===== config.mk =====
export PLATFORM = sky130hd
export DESIGN_NAME = y_job_sched
export DESIGN_NICKNAME = d
export VERILOG_FILES = /design/src/rtl/y_job_sched.sv
export SDC_FILE = /design/constraint.sdc
export NUM_CORES = 1
export LEC_CHECK = 0
export CORE_ASPECT_RATIO = 1.75
export CORE_MARGIN = 1.5
export CORE_UTILIZATION = 50
export DETAILED_ROUTE_END_ITERATION = 7
export GPL_TIMING_DRIVEN = 1
export PLACE_DENSITY = 0.79
export SYNTH_ARGS = -nofsm -noshare
export SYNTH_HDL_FRONTEND = slang
export SYNTH_SLANG_ARGS = --single-unit

===== constraint.sdc =====
create_clock -name clk -period 3.51 [get_ports clk]
set_clock_uncertainty 0.1 [all_clocks]
set_input_delay 0.351 -clock clk [delete_from_list [all_inputs] [get_ports clk]]
set_output_delay 0.351 -clock clk [all_outputs]
set_load 0.03 [all_outputs]

===== src/rtl/y_job_sched.sv =====
// Operand scheduler and result collector for compute_y: buffers (a,b) pairs,
// issues one job at a time, captures y and guards against a silent compute_y.
module y_job_sched #(
  parameter int DATA_W     = 8,
  parameter int FIFO_DEPTH = 4,
  parameter int TIMEOUT    = 1023
) (
  input  logic                        clk,
  input  logic                        rst,
  input  logic                        in_valid,
  output logic                        in_ready,
  input  logic [DATA_W-1:0]           in_a,
  input  logic [DATA_W-1:0]           in_b,
  output logic                        y_start,
  output logic [DATA_W-1:0]           y_a,
  output logic [DATA_W-1:0]           y_b,
  input  logic [DATA_W-1:0]           y_in,
  input  logic                        y_ready,
  output logic                        out_valid,
  input  logic                        out_ready,
  output logic [DATA_W-1:0]           out_a,
  output logic [DATA_W-1:0]           out_b,
  output logic [DATA_W-1:0]           out_y,
  output logic                        out_err,
  output logic                        fault,
  output logic [$clog2(FIFO_DEPTH):0] fifo_count
);

  localparam int PTR_W = $clog2(FIFO_DEPTH);
  localparam int CNT_W = PTR_W + 1;
  localparam int TMR_W = $clog2(TIMEOUT + 1);

  typedef enum logic [1:0] {IDLE, ISSUE, WAIT, HALT} state_t;

  state_t            state;
  state_t            state_nxt;

  logic [DATA_W-1:0] mem_a [FIFO_DEPTH];
  logic [DATA_W-1:0] mem_b [FIFO_DEPTH];
  logic [PTR_W-1:0]  wr_ptr;
  logic [PTR_W-1:0]  rd_ptr;
  logic [CNT_W-1:0]  count;
  logic [TMR_W-1:0]  timer;
  logic [DATA_W-1:0] a_q;
  logic [DATA_W-1:0] b_q;
  logic              running;
  logic              push;
  logic              pop;
  logic              done;
  logic              timeout;

  // running keeps in_ready low until the first edge after reset release
  always_ff @(posedge clk or negedge rst) begin
    if (!rst) running <= 1'b0;
    else      running <= 1'b1;
  end

  assign in_ready   = running && !fault && (count < CNT_W'(FIFO_DEPTH));
  assign push       = in_valid && in_ready;
  assign pop        = (state == IDLE) && (count != '0) && !out_valid;
  assign done       = (state == WAIT) && y_ready;
  assign timeout    = (state == WAIT) && !y_ready && (timer == TMR_W'(TIMEOUT - 1));
  assign fifo_count = count;
  assign y_a        = a_q;
  assign y_b        = b_q;

  always_ff @(posedge clk) begin
    if (push) begin
      mem_a[wr_ptr] <= in_a;
      mem_b[wr_ptr] <= in_b;
    end
  end

  always_ff @(posedge clk or negedge rst) begin
    if (!rst) begin
      wr_ptr <= '0;
      rd_ptr <= '0;
      count  <= '0;
    end else begin
      if (push) wr_ptr <= wr_ptr + 1'b1;
      if (pop)  rd_ptr <= rd_ptr + 1'b1;
      case ({push, pop})
        2'b10:   count <= count + 1'b1;
        2'b01:   count <= count - 1'b1;
        default: count <= count;
      endcase
    end
  end

  always_ff @(posedge clk or negedge rst) begin
    if (!rst) state <= IDLE;
    else      state <= state_nxt;
  end

  always_comb begin
    state_nxt = state;
    case (state)
      IDLE:    if (pop) state_nxt = ISSUE;
      ISSUE:   state_nxt = WAIT;
      WAIT: begin
        if (done)         state_nxt = IDLE;
        else if (timeout) state_nxt = HALT;
      end
      HALT:    state_nxt = HALT;
      default: state_nxt = IDLE;
    endcase
  end

  always_comb begin
    y_start = (state == ISSUE);
  end

  // a_q/b_q stay put from the pop until the next pop, covering ISSUE..y_ready
  always_ff @(posedge clk or negedge rst) begin
    if (!rst) begin
      a_q   <= '0;
      b_q   <= '0;
      timer <= '0;
    end else begin
      if (pop) begin
        a_q <= mem_a[rd_ptr];
        b_q <= mem_b[rd_ptr];
      end
      if (state == ISSUE)     timer <= '0;
      else if (state == WAIT) timer <= timer + 1'b1;
    end
  end

  always_ff @(posedge clk or negedge rst) begin
    if (!rst) begin
      out_valid <= 1'b0;
      out_a     <= '0;
      out_b     <= '0;
      out_y     <= '0;
      out_err   <= 1'b0;
      fault     <= 1'b0;
    end else begin
      if (out_valid && out_ready) out_valid <= 1'b0;
      if (done) begin
        out_valid <= 1'b1;
        out_a     <= a_q;
        out_b     <= b_q;
        out_y     <= y_in;
        out_err   <= 1'b0;
      end else if (timeout) begin
        out_valid <= 1'b1;
        out_a     <= a_q;
        out_b     <= b_q;
        out_y     <= '1;
        out_err   <= 1'b1;
        fault     <= 1'b1;
      end
    end
  end

endmodule


======== After elaboration in Yosys (flattened, before gate mapping) ========
Memories as Yosys holds them, arrays and structs flattened. A register that Yosys moved wholly into a read port is not among the register bits.
Index checks and enable logic that the tools add are counted.
cells by class
  equal/unequal tests ..................... 8
  multiplexer cells ....................... 20
  reductions and logical operators ........ 22
  $lt $le $gt $ge ......................... 1
  add/sub/neg operators ................... 5
  bitwise logic cells ..................... 1
operators by type and width
  cell                                                                    count
  8-bit two-way mux                                                       6
  10-bit two-way mux                                                      2
  10-bit by 1-bit adder with 10-bit output (second input constant)        1
  10-bit equality test (second input constant)                            1
  1-bit logical AND                                                       9
  2-bit case mux with 4 select lines                                      1
  1-bit two-way mux                                                       7
  2-bit equality test (second input constant)                             3
  2-bit two-way mux                                                       3
  3-bit case mux with 2 select lines                                      1
  2-bit nonzero test                                                      3
  3-bit nonzero test                                                      2
  1-bit logical NOT                                                       5
  2-bit by 1-bit adder with 2-bit output (second input constant)          2
  2-bit by 1-bit equality test with 1-bit output (second input constant)  2
  2-bit AND reduction                                                     2
  3-bit by 1-bit adder with 3-bit output (second input constant)          1
  3-bit < comparator (second input constant)                              1
  3-bit inequality test (second input constant)                           1
  3-bit by 1-bit subtractor with 3-bit output (second input constant)     1
  2-bit logical NOT                                                       1
  2-bit inequality test (second input constant)                           1
  1-bit NOT                                                               1
word-level totals
  memories kept ........................... 2
  bits in writable memories ............... 64
  register bits after elaboration ......... 47
  word-level logic and storage cells ...... 71
  output and inout port bits .............. 48
memory list
  name   depth  bits a word  rd ports  clocked after memory_dff  write ports  line  RTL
  mem_a  4      8            1         1                         1            38    logic [DATA_W-1:0] mem_a [FIFO_DEPTH];
  mem_b  4      8            1         1                         1            39    logic [DATA_W-1:0] mem_b [FIFO_DEPTH];

======== Logic depth before layout (Yosys ltp) ========
  depth after elaboration ................. 6
  mapped depth ............................ 11
  mapped depth without buffers ............ 9

======== Worst setup path before layout ========
OpenSTA, ideal clock, no wires.
  path kind ............................... register to register
  start point ............................. reg count[2] (netlist: fifo_count[2])
  end point ............................... reg count[2] (netlist: fifo_count[2])
  cell stages (with the launch flop) ...... 10
  arrival time ............................ 2.585 ns
  buffers on the path ..................... 0
  period minus slack after synthesis ...... 2.821 ns
  setup slack ............................. 0.689 ns
  data required time ...................... 3.273 ns
  cell sequence ........................... dfrtp_1 > nor3b_1 > and2_1 > inv_1 > ha_1 > inv_1 > fa_1 > xor2_1 > nor2_1 > xor2_1
on the way
  word-level cells in the longest chain between the ends .. 5
  elaborated cells on any way between the ends .. 12
  those cells by class .................... add/sub: 2; order compare: 1; eq/ne: 2; mux: 1; reduce/logical: 6
RTL lines
  what                                                                                          line  RTL
  start, declared                                                                               42    logic [CNT_W-1:0] count;
  start signal, assigned                                                                        83    2'b10: count <= count + 1'b1;
  start signal, assigned                                                                        84    2'b01: count <= count - 1'b1;
  start signal, assigned                                                                        85    default: count <= count;
  3-bit < comparator *                                                                          58    assign in_ready = running && !fault && (count < CNT_W'(FIFO_DEPTH));
  1-bit logical AND *                                                                           58
  net in_ready                                                                                  11    output logic in_ready,
  1-bit logical AND *                                                                           59    assign push = in_valid && in_ready;
  2-bit by 1-bit equality test with 1-bit output / 2-bit equality test (equally long branches)  82    case ({push, pop})
  3-bit case mux with 2 select lines / 2-bit nonzero test (equally long branches)               -
The timed path passes the listed nets; every way through them passes the cells marked *.
A chain may end at the register's enable or synchronous reset.

======== Final worst setup path ========
  start point ............................. reg count[2] (netlist: fifo_count[2])
  end point ............................... out in_ready
on the way
  word-level cells in the longest chain between the ends .. 2
RTL lines
  what                line
  3-bit < comparator  58
  1-bit logical AND   58
  end, declared       11
No other way between the ends.

==> flow_summary_export.csv <==
group,metric,value,unit
status,status,"complete, no violations",
logic_synthesis,synth_area_leaders,"edfxtp_1 38%, dfrtp_1 31%, mux4_2 7.0%, mux2_2 4.2%, mux2_4 4.1%",
final_layout,areaGrowthSynthToFinish,28.53,%
worst_setup_path,critPathBufInv,1,
logic_synthesis,ys_seq_area_share,68.41,%
die,die-area,10870,sq um
global_routing,antenna_found_initial,0,
clock_network,path_clk_slew,60,ps
placed_design,finalWeightedCongestion,0.8226,
final_layout,drive_gt1_share,23.02,%
worst_setup_path,cp-end-kind,"output port",
flow_run,max-cap-violations,0,
die,core_area,9910,sq um
clock_network,cts_tree,"built",
drt,avgViaCountPerCell,5.306,
pwr,ir_drop,524.8,uV
logic_synthesis,ys_warn_count,0,
placed_design,hpwl,6378,microns
drt,antenna_left,0,
die,ios,77,
pwr,powerDensity,976.6,nW/um^2
worst_setup_path,critical_path_class,"flop to output port",
clock_network,clock_sinks,127,
global_routing,track_usage,18.67,%
worst_hold_path,min_path_type,"input port to async pin",
worst_setup_path,cp-start-kind,"flop",
drt,routed_wl,9236,microns
global_routing,grt_overflow_total,0,
worst_setup_path,required,3060,ps
drt,first_pass_iters,4,
global_routing,grt_pass1_wl,14700,microns
drt,wl_per_cell,17.90,microns
timing,fmax,397.7,MHz
clock_network,ctsHoldBuffers,0,
worst_setup_path,crit_slowest_cell,"clkdlybuf4s50_1",
drt,dr.first_iter.drc_count,90,
timing,slew_headroom,33.07,%
worst_setup_path,worstPathArrival,2060,ps
clock_network,cts_buffer_depth,2,
clock_network,cts-root-buf,"clkbuf_16",
final_layout,fillCellCount,685,
final_layout,diodes,0,
timing,worst_pin_slew,1004,ps
timing,setup_violations,0,
clock_network,numCtsBuffers,17,
clock_network,h-tree-depth,4,
final_layout,final_cell_mix,"75 x clkdlybuf4s50_1, 64 x edfxtp_1, 63 x dfrtp_1",
worst_setup_path,crit_fanout,6,
die,start_util,51.60,%
clock_network,post_cts_buffers,0,
logic_synthesis,ys_ff_latch,127,
die,dieWidth,79.45,microns
die,row_count,48,
global_routing,grt_max_degree,47,
timing,timing.hold.ws,18.47,ps
timing,maxSlewViolCount,0,
final_layout,multi_input_comb_area,1494,sq um
final_layout,regArea,3498,sq um
timing,fin_crit_sh,71.63,%
timing,timing_hold_violations_final,0,
clock_network,cts_resized,0,
logic_synthesis,yosysTopAreaCellShare,37.58,%
logic_synthesis,syn_nets,331,
worst_setup_path,cp_top_family,"buffers and inverters",
timing,tns,0,ps
timing,fin_crit,2514,ps
worst_setup_path,cp_slowest_stage_delay,780,ps
worst_setup_path,cp_cell_sequence,"nor3b_1 > clkdlybuf4s50_1",
drt,drc,0,
logic_synthesis,synth_area_per_cell,17.69,sq um
pwr,p_leak,0.002570,uW
timing,rsz0062_at_grt,"no",
final_layout,layout.nets,420,
logic_synthesis,yosys.area.top_type,"edfxtp_1",
logic_synthesis,syn_inst,289,
clock_network,clk_latency,400,ps
placed_design,io_buffers,76,
drt,via_count,2738,
global_routing,grt_pass1_vias,2916,
logic_synthesis,yosysUniqueCellTypes,42,
logic_synthesis,synthesis.area,5114,sq um
final_layout,layout_commonest_cell,"clkdlybuf4s50_1",
die,die_h,136.8,microns
## cells in the mapped netlist (all sizes together)
| library cell | instances |
|---|---|
| nor4 | 1 |
| o21a | 2 |
| nand2b | 2 |
| buf | 8 |
| nand2 | 7 |
| xnor2 | 4 |
| nor3b | 2 |
| xor2 | 7 |
| nand3 | 3 |
| a21o | 2 |
| a21oi | 4 |
| nor2b | 1 |
| fa | 1 |
| nor2 | 8 |
| mux2 | 33 |
| ha | 12 |
| nand4 | 2 |
| mux4 | 16 |
| dfrtp | 63 |
| and3 | 7 |
| mux2i | 1 |
| a22o | 1 |
| inv | 10 |
| and2 | 3 |
| conb | 1 |
| o22a | 8 |
| nor3 | 2 |
| o21ai | 8 |
| o31ai | 2 |
| and4 | 2 |
| or3 | 1 |
| edfxtp | 64 |
| clkbuf | 1 |
## logic make-up after synthesis
logic type,share of synthesized area [%]
AOI/OAI and AO/OA,3.768
xor gates and xnor gates,1.884
adders and majority gates,3.328
buffers and inverters,2.471
DFF,68.41
muxes,15.54
other,0.07333
and+or+nand+nor,4.527
## path summary, 6_finish.rpt
path / start / to / slack [ps] / cells after the start
hold / removal: rst / out_a[6]$_DFFE_PN0P_ / 20 / 1
max in group asynchronous: rst / y_a[1]$_DFFE_PN0P_ / 2470 / 2
setup / recovery: fifo_count[2]$_DFFE_PN0P_ / in_ready / 1000 / 2
hold reg to reg: out_y[5]$_DFFE_PN0P_ / out_y[5]$_DFFE_PN0P_ / 410 / 1
setup reg to reg: state[0]$_DFFE_PN0P_ / fifo_count[2]$_DFFE_PN0P_ / 1060 / 10
min in group clk: out_y[5]$_DFFE_PN0P_ / out_y[5]$_DFFE_PN0P_ / 410 / 1
## metrics by stage
stage | cell area, sq um | util, % | worst slack [ps] | instances | total power (uW)
after floorplan | 5114 | - | 688.6 | 289 | 3856
after global placement | 5964 | 60.19 | 1181 | 484 | 4600
after detailed placement | 5964 | 60.19 | 1038 | 484 | 4684
after CTS | 6573 | 66.33 | 956.5 | 516 | 6478
after global routing | 6573 | 66.33 | 880.8 | 516 | 6720
final | 6573 | 66.33 | 995.7 | 516 | 6419
## layer usage
layer	wire length [microns]	GRT usage, %	part of all wire, %
met4	229	10.23	2.5
met1	3557	20.06	39
met3	279	4.867	3.0
met5	0	0	0
met2	5170	32.82	56
## power by group
part           leakage, uW  internal (uW)  total (uW)  switching [uW]
Sequential         0.00134           1960        2250             295
Clock             0.000291           1130        1770             645
Combinational     0.000937           1170        2390            1220
Total              0.00257           4260        6420            2160
## sequential cells by signal (all words and copies together), names as in the netlist, 3 cells and up
| name | count |
|---|---|
| mem_a | 32 |
| y_a | 8 |
| y_b | 8 |
| out_y | 8 |
| fifo_count | 3 |
| timer | 10 |
| mem_b | 32 |
| out_b | 8 |
| out_a | 8 |
## worst reg2reg max path, delay by kind of cell, from the launching register on
family | cells | cell delay [ps]
buffers and inverters | 3 | 500
adders and majority gates | 3 | 810
xor gates and xnor gates | 2 | 290
and+or+nand+nor | 2 | 270
DFF | 1 | 410
## layout make-up
class / count / area share, %
clock buffers: 17 / 6.472
clock inverters: 15 / 2.779
inverters: 10 / 0.5711
multi-input cells: 143 / 22.73
flip-flops and latches: 127 / 53.23
well taps: 125 / 2.380
repair buffers: 79 / 11.84
(Power assumes the default switching activity.)
